`src/rtl/rd_pkg.sv`:
```
// Shared types and k/p/g carry-symbol helpers for the recursive-doubling adder.
// A K/P/G symbol states whether a bit position kills, propagates or generates a carry.
package rd_pkg;

  typedef enum logic [1:0] {
    KPG_K = 2'b00,
    KPG_P = 2'b01,
    KPG_G = 2'b10
  } kpg_t;

  typedef enum logic [1:0] {
    ST_IDLE = 2'b00,
    ST_RUN  = 2'b01,
    ST_SUM  = 2'b10
  } state_t;

  // An upper span that propagates passes the lower span's carry status through.
  function automatic kpg_t kpg_combine(input kpg_t lower, input kpg_t upper);
    return (upper == KPG_P) ? lower : upper;
  endfunction

  function automatic kpg_t kpg_class(input logic a_bit, input logic b_bit);
    if (a_bit && b_bit) return KPG_G;
    if (!a_bit && !b_bit) return KPG_K;
    return KPG_P;
  endfunction

endpackage

```
`src/rtl/kpg_combine_cell.sv`:
```
// Single k/p/g combine node; purely combinational.
module kpg_combine_cell
  import rd_pkg::*;
(
  input  kpg_t lower_i,
  input  kpg_t upper_i,
  output kpg_t res_o
);

  assign res_o = kpg_combine(lower_i, upper_i);

endmodule

```
`src/rtl/rd_adder_seq.sv`:
```
// Sequential recursive-doubling adder: one prefix-doubling step per clock over
// the k/p/g symbol vector, then the sum is formed from the resolved carries.
module rd_adder_seq
  import rd_pkg::*;
#(
  parameter int WIDTH = 8
) (
  input  logic             clk,
  input  logic             rst,
  input  logic             start,
  input  logic [WIDTH-1:0] a,
  input  logic [WIDTH-1:0] b,
  input  logic             cin,
  output logic             busy,
  output logic             done,
  output logic [WIDTH-1:0] sum,
  output logic             cout
);

  localparam int STEPS  = $clog2(WIDTH) + 1;
  localparam int STEP_W = (STEPS > 1) ? $clog2(STEPS) : 1;
  localparam int NSRC   = 2 ** STEP_W;

  state_t             state_q, state_d;
  logic [STEP_W-1:0]  step_q, step_d;
  kpg_t               x_q [WIDTH+1];
  kpg_t               x_d [WIDTH+1];
  kpg_t               comb_res [WIDTH+1];
  logic [WIDTH-1:0]   a_q, a_d;
  logic [WIDTH-1:0]   b_q, b_d;
  logic [WIDTH-1:0]   sum_q, sum_d;
  logic               cout_q, cout_d;
  logic               done_q, done_d;

  // Per position, the lower operand is x[i-d] for the current distance d=2^step;
  // positions below d pair with themselves, which combine leaves unchanged.
  for (genvar i = 0; i <= WIDTH; i++) begin : g_pos
    kpg_t src [NSRC];
    kpg_t lower_sel;

    for (genvar s = 0; s < NSRC; s++) begin : g_src
      if (s < STEPS && i >= (1 << s)) begin : g_far
        assign src[s] = x_q[i - (1 << s)];
      end else begin : g_self
        assign src[s] = x_q[i];
      end
    end

    assign lower_sel = src[step_q];

    kpg_combine_cell u_cell (
      .lower_i (lower_sel),
      .upper_i (x_q[i]),
      .res_o   (comb_res[i])
    );
  end

  always_comb begin
    // NOTE: every variable gets a default before the case so no path leaves one unassigned (no latches).
    state_d = state_q;
    step_d  = step_q;
    x_d     = x_q;
    a_d     = a_q;
    b_d     = b_q;
    sum_d   = sum_q;
    cout_d  = cout_q;
    done_d  = 1'b0;

    case (state_q)
      ST_IDLE: begin
        if (start) begin
          x_d[0] = cin ? KPG_G : KPG_K;
          for (int i = 0; i < WIDTH; i++) begin
            x_d[i+1] = kpg_class(a[i], b[i]);
          end
          a_d     = a;
          b_d     = b;
          step_d  = '0;
          state_d = ST_RUN;
        end
      end

      ST_RUN: begin
        for (int i = 0; i <= WIDTH; i++) begin
          x_d[i] = comb_res[i];
        end
        if (step_q == STEP_W'(STEPS - 1)) begin
          step_d  = '0;
          state_d = ST_SUM;
        end else begin
          step_d = step_q + STEP_W'(1);
        end
      end

      ST_SUM: begin
        // Every position now holds K or G, so x[i]==G is exactly the carry into bit i.
        for (int i = 0; i < WIDTH; i++) begin
          sum_d[i] = a_q[i] ^ b_q[i] ^ (x_q[i] == KPG_G);
        end
        cout_d  = (x_q[WIDTH] == KPG_G);
        done_d  = 1'b1;
        state_d = ST_IDLE;
      end

      default: state_d = ST_IDLE;
    endcase
  end

  // NOTE: state registers use non-blocking assignments so every flop samples pre-edge values.
  always_ff @(posedge clk) begin
    if (rst) begin
      state_q <= ST_IDLE;
      step_q  <= '0;
      a_q     <= '0;
      b_q     <= '0;
      sum_q   <= '0;
      cout_q  <= 1'b0;
      done_q  <= 1'b0;
      // NOTE: the symbol vector is reset to K so the illegal 2'b11 encoding can never appear.
      for (int i = 0; i <= WIDTH; i++) begin
        x_q[i] <= KPG_K;
      end
    end else begin
      state_q <= state_d;
      step_q  <= step_d;
      a_q     <= a_d;
      b_q     <= b_d;
      sum_q   <= sum_d;
      cout_q  <= cout_d;
      done_q  <= done_d;
      x_q     <= x_d;
    end
  end

  assign busy = (state_q != ST_IDLE);
  assign done = done_q;
  assign sum  = sum_q;
  assign cout = cout_q;

endmodule

```
`config.mk`:
```
export PLATFORM = sky130hd
export DESIGN_NAME = rd_adder_seq
export DESIGN_NICKNAME = d
export VERILOG_FILES = /design/src/rtl/rd_pkg.sv /design/src/rtl/kpg_combine_cell.sv /design/src/rtl/rd_adder_seq.sv
export SDC_FILE = /design/constraint.sdc
export NUM_CORES = 1
export LEC_CHECK = 0
export BUFFER_PORTS_ARGS = -buffer_cell sky130_fd_sc_hd__buf_2
export CAP_MARGIN = 15
export CORE_ASPECT_RATIO = 0.5
export CORE_MARGIN = 2
export CORE_UTILIZATION = 55
export CTS_BUF_LIST = sky130_fd_sc_hd__clkbuf_4 sky130_fd_sc_hd__clkbuf_8
export DETAILED_ROUTE_END_ITERATION = 8
export PLACE_DENSITY_LB_ADDON = 0.3
export REMOVE_ABC_BUFFERS = 1
export SKIP_CTS_REPAIR_TIMING = 1
export SLEW_MARGIN = 20
export SYNTH_ARGS = -nofsm -noshare
export SYNTH_HDL_FRONTEND = slang
export SYNTH_SLANG_ARGS = --single-unit
```
`constraint.sdc`:
```
create_clock -name clk -period 4.1 [get_ports clk]
set_clock_uncertainty 0.1 [all_clocks]
set_input_delay 0.41 -clock clk [delete_from_list [all_inputs] [get_ports clk]]
set_output_delay 0.41 -clock clk [all_outputs]
set_load 0.02 [all_outputs]
```
* Word level (Yosys, flattened, before mapping)
Index checks and enable logic that the tools add are counted.
** Operators by class
- $add $sub $neg :: 1
- Order comparisons :: 1
- Equality and inequality tests :: 32
- Muxes and demuxes :: 134
- Bitwise gates (word level) :: 17
- Reductions and logical operators :: 47
** Operators by type and width (count)
- 2-bit 2-to-1 mux :: 64
- 1-bit 2-to-1 mux :: 57
- 2-bit binary-select mux with 2-bit select :: 9
- 18-bit one-hot mux with 2 select lines :: 1
- 3-bit AND reduction :: 9
- 2-bit equality test, second input constant :: 11
- 2-bit by 1-bit equality test with 1-bit output, second input constant :: 10
- 18-bit 2-to-1 mux :: 1
- 2-bit by 1-bit inequality test with 1-bit output, second input constant :: 9
- 1-bit logical AND :: 16
- 1-bit logical NOT :: 16
- 1-bit bitwise XOR :: 16
- 2-bit one-hot mux with 2 select lines :: 2
- 2-bit AND reduction :: 3
- 2-bit inequality test, second input constant :: 2
- 2-bit nonzero test :: 2
- 3-bit greater-or-equal comparator, second input constant :: 1
- 2-bit NOT with 3-bit output :: 1
- 2-bit by 1-bit adder with 2-bit output, second input constant :: 1
- 2-bit logical NOT :: 1
** Word-level totals
- Flip-flop bits (word level) :: 48
- Input port bits :: 20
- Output and inout port bits :: 11
- Logic and storage cells :: 248

* Depth between registers and ports, before layout
- Depth after elaboration :: 11
- Depth in mapped cells :: 6
- Gate-level depth less buffers :: 4

* By module
From an unflattened synthesis, not the netlist that was laid out.
** Unflattened totals
- Cells, all modules :: 292
- Area, all modules :: 2763.9 µm²
** Modules (own cells, without submodules)
- rd_adder_seq :: instances 1, cells an instance 274, area each 2628.8 µm², seq. area each 960.9 µm²
- kpg_combine_cell :: instances 9, cells an instance 2, area each 15.0 µm², seq. area each 0.0 µm²

* Worst setup path after synthesis
OpenSTA, ideal clock, no wires.
- Path type :: register to register
- Start :: register state_q[0]
- End :: register x_q[1] (netlist name)
- Setup time :: 0.132 ns
- Data arrival time :: 1.312 ns
- Setup slack :: 2.557 ns
- Stages on the path, launching flop included :: 7
- Path buffers :: 2
- Period minus slack after synthesis :: 1.543 ns
- Path through :: dfxtp_1 buf_4 or3b_4 buf_6 a22o_1 a21oi_1 nor3_1
** On the way
- Cells in the longest elaborated chain, start to end :: 3
- Elaborated cells on any way between the ends :: 7
- Those cells by class :: 3 x eq/ne; 1 x mux; 3 x reduce/logical
** RTL lines
- start, declared :: RTL line rd_adder_seq.sv:24 : state_t state_q, state_d;
- start signal, assigned :: RTL line rd_adder_seq.sv:124 : state_q <= state_d;
- 2-bit by 1-bit equality test with 1-bit output or 2-bit logical NOT (tied branches) :: RTL line rd_adder_seq.sv:69 : case (state_q)
- 2-bit by 1-bit inequality test with 1-bit output (no source line), or another cell as far along
- 3-bit AND reduction (no source line)
- end signal, assigned by index :: RTL line rd_adder_seq.sv:121 : x_q[i] <= KPG_K;
- end signal, assigned :: RTL line rd_adder_seq.sv:131 : x_q <= x_d;
- end, declared :: RTL line rd_adder_seq.sv:26 : kpg_t x_q [WIDTH+1];
Parallel ways exist; a longest one is shown, timed or not.
A chain may end at the register's enable or synchronous reset.

* Worst setup path in the final report
- Start :: register state_q[1]
- End :: register x_q, in the netlist g_pos[3].src[0]
The elaborated chain is that of the path after synthesis.

==> impl_metrics.tcl <==
set metrics [dict create \
    run_status "completed" \
    die_h_um 51.4 \
    cts.sinks 47 \
    clockBufferDepth 2 \
    async_flop_share_pct 0 \
    ioPinCount 31 \
    p_leak_uw 0.00103 \
    setup_viol 0 \
    tightest_slew_ns 1.06 \
    wl_per_cell_um 14.6 \
    fp.dieW_um 98.7 \
    start_kind "flip-flop" \
    start_util_pct 56.6 \
    via_count 2133 \
    synth_top_family_by_area "compound AO/OA/AOI/OAI gates" \
    htreeDepth 2 \
    ir_drop_v 0.000140 \
    synth_seq_cells 47 \
    setup.worst_path.end_class "flip-flop" \
    maxSlewViolCount 0 \
    clkTransAtPathRegs_ns 0.09 \
    path_class "reg2reg" \
    p_int_uw 691 \
    rsz0062_at_grt "no" \
    power.share.combinational_pct 17.1 \
    p_clk_share_pct 29.6 \
    synthMuxAreaShare_pct 6.03 \
    drv_cap 0 \
    synth_edf_count 0 \
    place_hpwl_um 3610 \
    tritoncts "built" \
    slowest_delay_ns 0.90 \
    ys_seq_area_share_pct 38.1 \
    routed_wirelength_um 5410 \
    cp_max_fo 17 \
    synth_compound_area_share_pct 20.7 \
    drt-initial-drc-count 192 \
    cts_inserted_buffers 5 \
    numPlacedInstances 362 \
    slew_headroom_pct 29.0 \
    numPortBuffers 30 \
    avgSynthCellArea_um2 8.36 \
    nets 341 \
    dieArea_mm2 0.00507 \
    fin_setup_tns_ns 0 \
    core_area_mm2 0.00436 \
    fin_worst_hold_slack_ns 0.249 \
    yosysTopAreaCell "dfxtp_1" \
    worstPathArrival_ns 2.22 \
    antenna_found_initial 0 \
    synth_top_area_share_pct 38.1 \
    grt_pass1_wl_um 8810 \
    drt.antenna.violating_nets 0 \
    yosys.area_share.simple_pct 19.9 \
    gr-total-overflow 0 \
    total_power_uw 963 \
    power_switching_uw 272 \
    max_freq_ghz 0.461 \
    grt_usage_pct 22.1 \
    drc 0 \
    finalCritPeriodShare_pct 52.9 \
    path_cells "nor3b_2 -> buf_4 -> mux2i_1 -> a211oi_1" \
    grt_pass1_vias 1875 \
    switching_share_pct 28.3 \
    grt_max_degree 43 \
    final_common_cell "nand2_1" \
    routed_via_density 5.76 \
    p_seq_share_pct 53.3 \
    hold_class "in2reg" \
    powerDensity_mw_per_mm2 359 \
    synth_cell_types 46 \
    hold_viol 0 \
    drive_gt1_share_pct 16.9 \
    synth_xor_xnor_area_share_pct 5.68 \
    ys_warn_count 0 \
    area_delta_synth_final_pct 8.77 \
    num_rows 17 \
    place.gp.congestion 0.863 \
    cts-root-buf "clkbuf_8" \
    diodes 0 \
    required_ns 4.15 \
    synth-adder-area-share_pct 4.56 \
    ys.flop_type "dfxtp_1" \
    syn-cell-area_mm2 0.00247 \
    synthCells 295 \
    clock_latency_ns 0.30 \
    dpl-instance-area_mm2 0.00259 \
    crit_slowest_cell "nor3b_2" \
    synth.top_cells.by_area "dfxtp_1 38%, nand2_1 9.4%, a21oi_1 7.7%" \
    fin_area_mm2 0.00268 \
    final_cells 370 \
    first_pass_iters 4 \
    period_needed_ns 2.17 \
    most-common-layout-cells "62 x nand2_1, 47 x dfxtp_1, 38 x a21oi_1, 30 x buf_2, 16 x xnor2_1" \
]
-- final timing paths --
kind,slack (ns),cells past startpoint,start,end
worst max-delay path,1.93,4,state_q[1],g_pos[3].src[0]
worst min-delay path,0.25,3,cin,g_pos[0].src[1]
worst max register to register,1.93,4,state_q[1],g_pos[3].src[0]
worst min register to register,0.35,2,sum[7],sum[7]
-- power groups by stage --
| stage | clock network [µW] | registers (µW) | logic [µW] |
|---|---|---|---|
| after global placement | 0 | 522 | 159 |
| after floorplan | 0 | 514 | 121 |
| after global routing | 304 | 518 | 183 |
| after detailed placement | 0 | 523 | 163 |
| after CTS | 289 | 513 | 164 |
| final | 285 | 513 | 165 |
-- critical path, delay by kind of cell, from the launching register on --
family	cells	cell delay, ns
compound gates	1	0.07
buf+inv	1	0.35
flops	1	0.40
mux	1	0.20
simple gates	1	0.90
-- layer usage --
layer	routed length [µm]	global-route usage (%)	vias up	share of wire (%)
li1	-	-	1065	-
met1	2540	30.1	983	47
met5	0	0	-	0
met2	2350	36.1	81	43
met4	42	5.25	0	0.78
met3	480	5.06	4	8.9
-- cells in the mapped netlist, drive strengths merged (2+ instances only) --
cell / count
nand2: 62
dfxtp: 47
a21oi: 38
xnor2: 16
clkbuf: 13
nor2: 13
nor2b: 10
ha: 9
buf: 8
o21ai: 8
mux2i: 7
mux2: 5
nand2b: 5
a211oi: 4
a31oi: 4
inv: 4
nand3: 4
nor3: 4
a221oi: 3
a222oi: 3
and3: 3
a22o: 2
nor3b: 2
o211ai: 2
o22ai: 2
-- cell type report --
| class | instances | area [µm²] |
|---|---|---|
| clock buffer | 7 | 83.8 |
| timing repair buffer | 31 | 158 |
| clock inverter | 1 | 5.00 |
| fill | 372 | 1680 |
| multi-input combinational | 223 | 1410 |
| tap | 57 | 71.3 |
| inverter | 4 | 15.0 |
| sequential | 47 | 941 |
-- cells by family (layout without fill, tap and decap cells) --
kind of cell / Yosys count / count (layout)
flops: 47 / 47
simple gates: 108 / 108
fa+ha+maj: 9 / 9
buf+inv: 25 / 43
compound gates: 77 / 77
xor+xnor: 16 / 16
mux: 13 / 13
-- flip-flops by register name, summed over array words and instances (netlist names) --
| name | count |
|---|---|
| sum | 8 |
| step_q | 2 |
| state_q | 2 |
| cout | 1 |
| done | 1 |
| g_pos.src | 15 |
| x_q | 2 |
| a_q | 8 |
| b_q | 8 |
-- per-stage QoR --
step	util, %	worst slack [ns]
final	61.5	1.93
after global routing	61.5	1.73
after CTS	61.5	1.94
after detailed placement	59.5	1.85
after global placement	59.5	1.90
after floorplan	-	1.25
(Power assumes the default switching activity.)
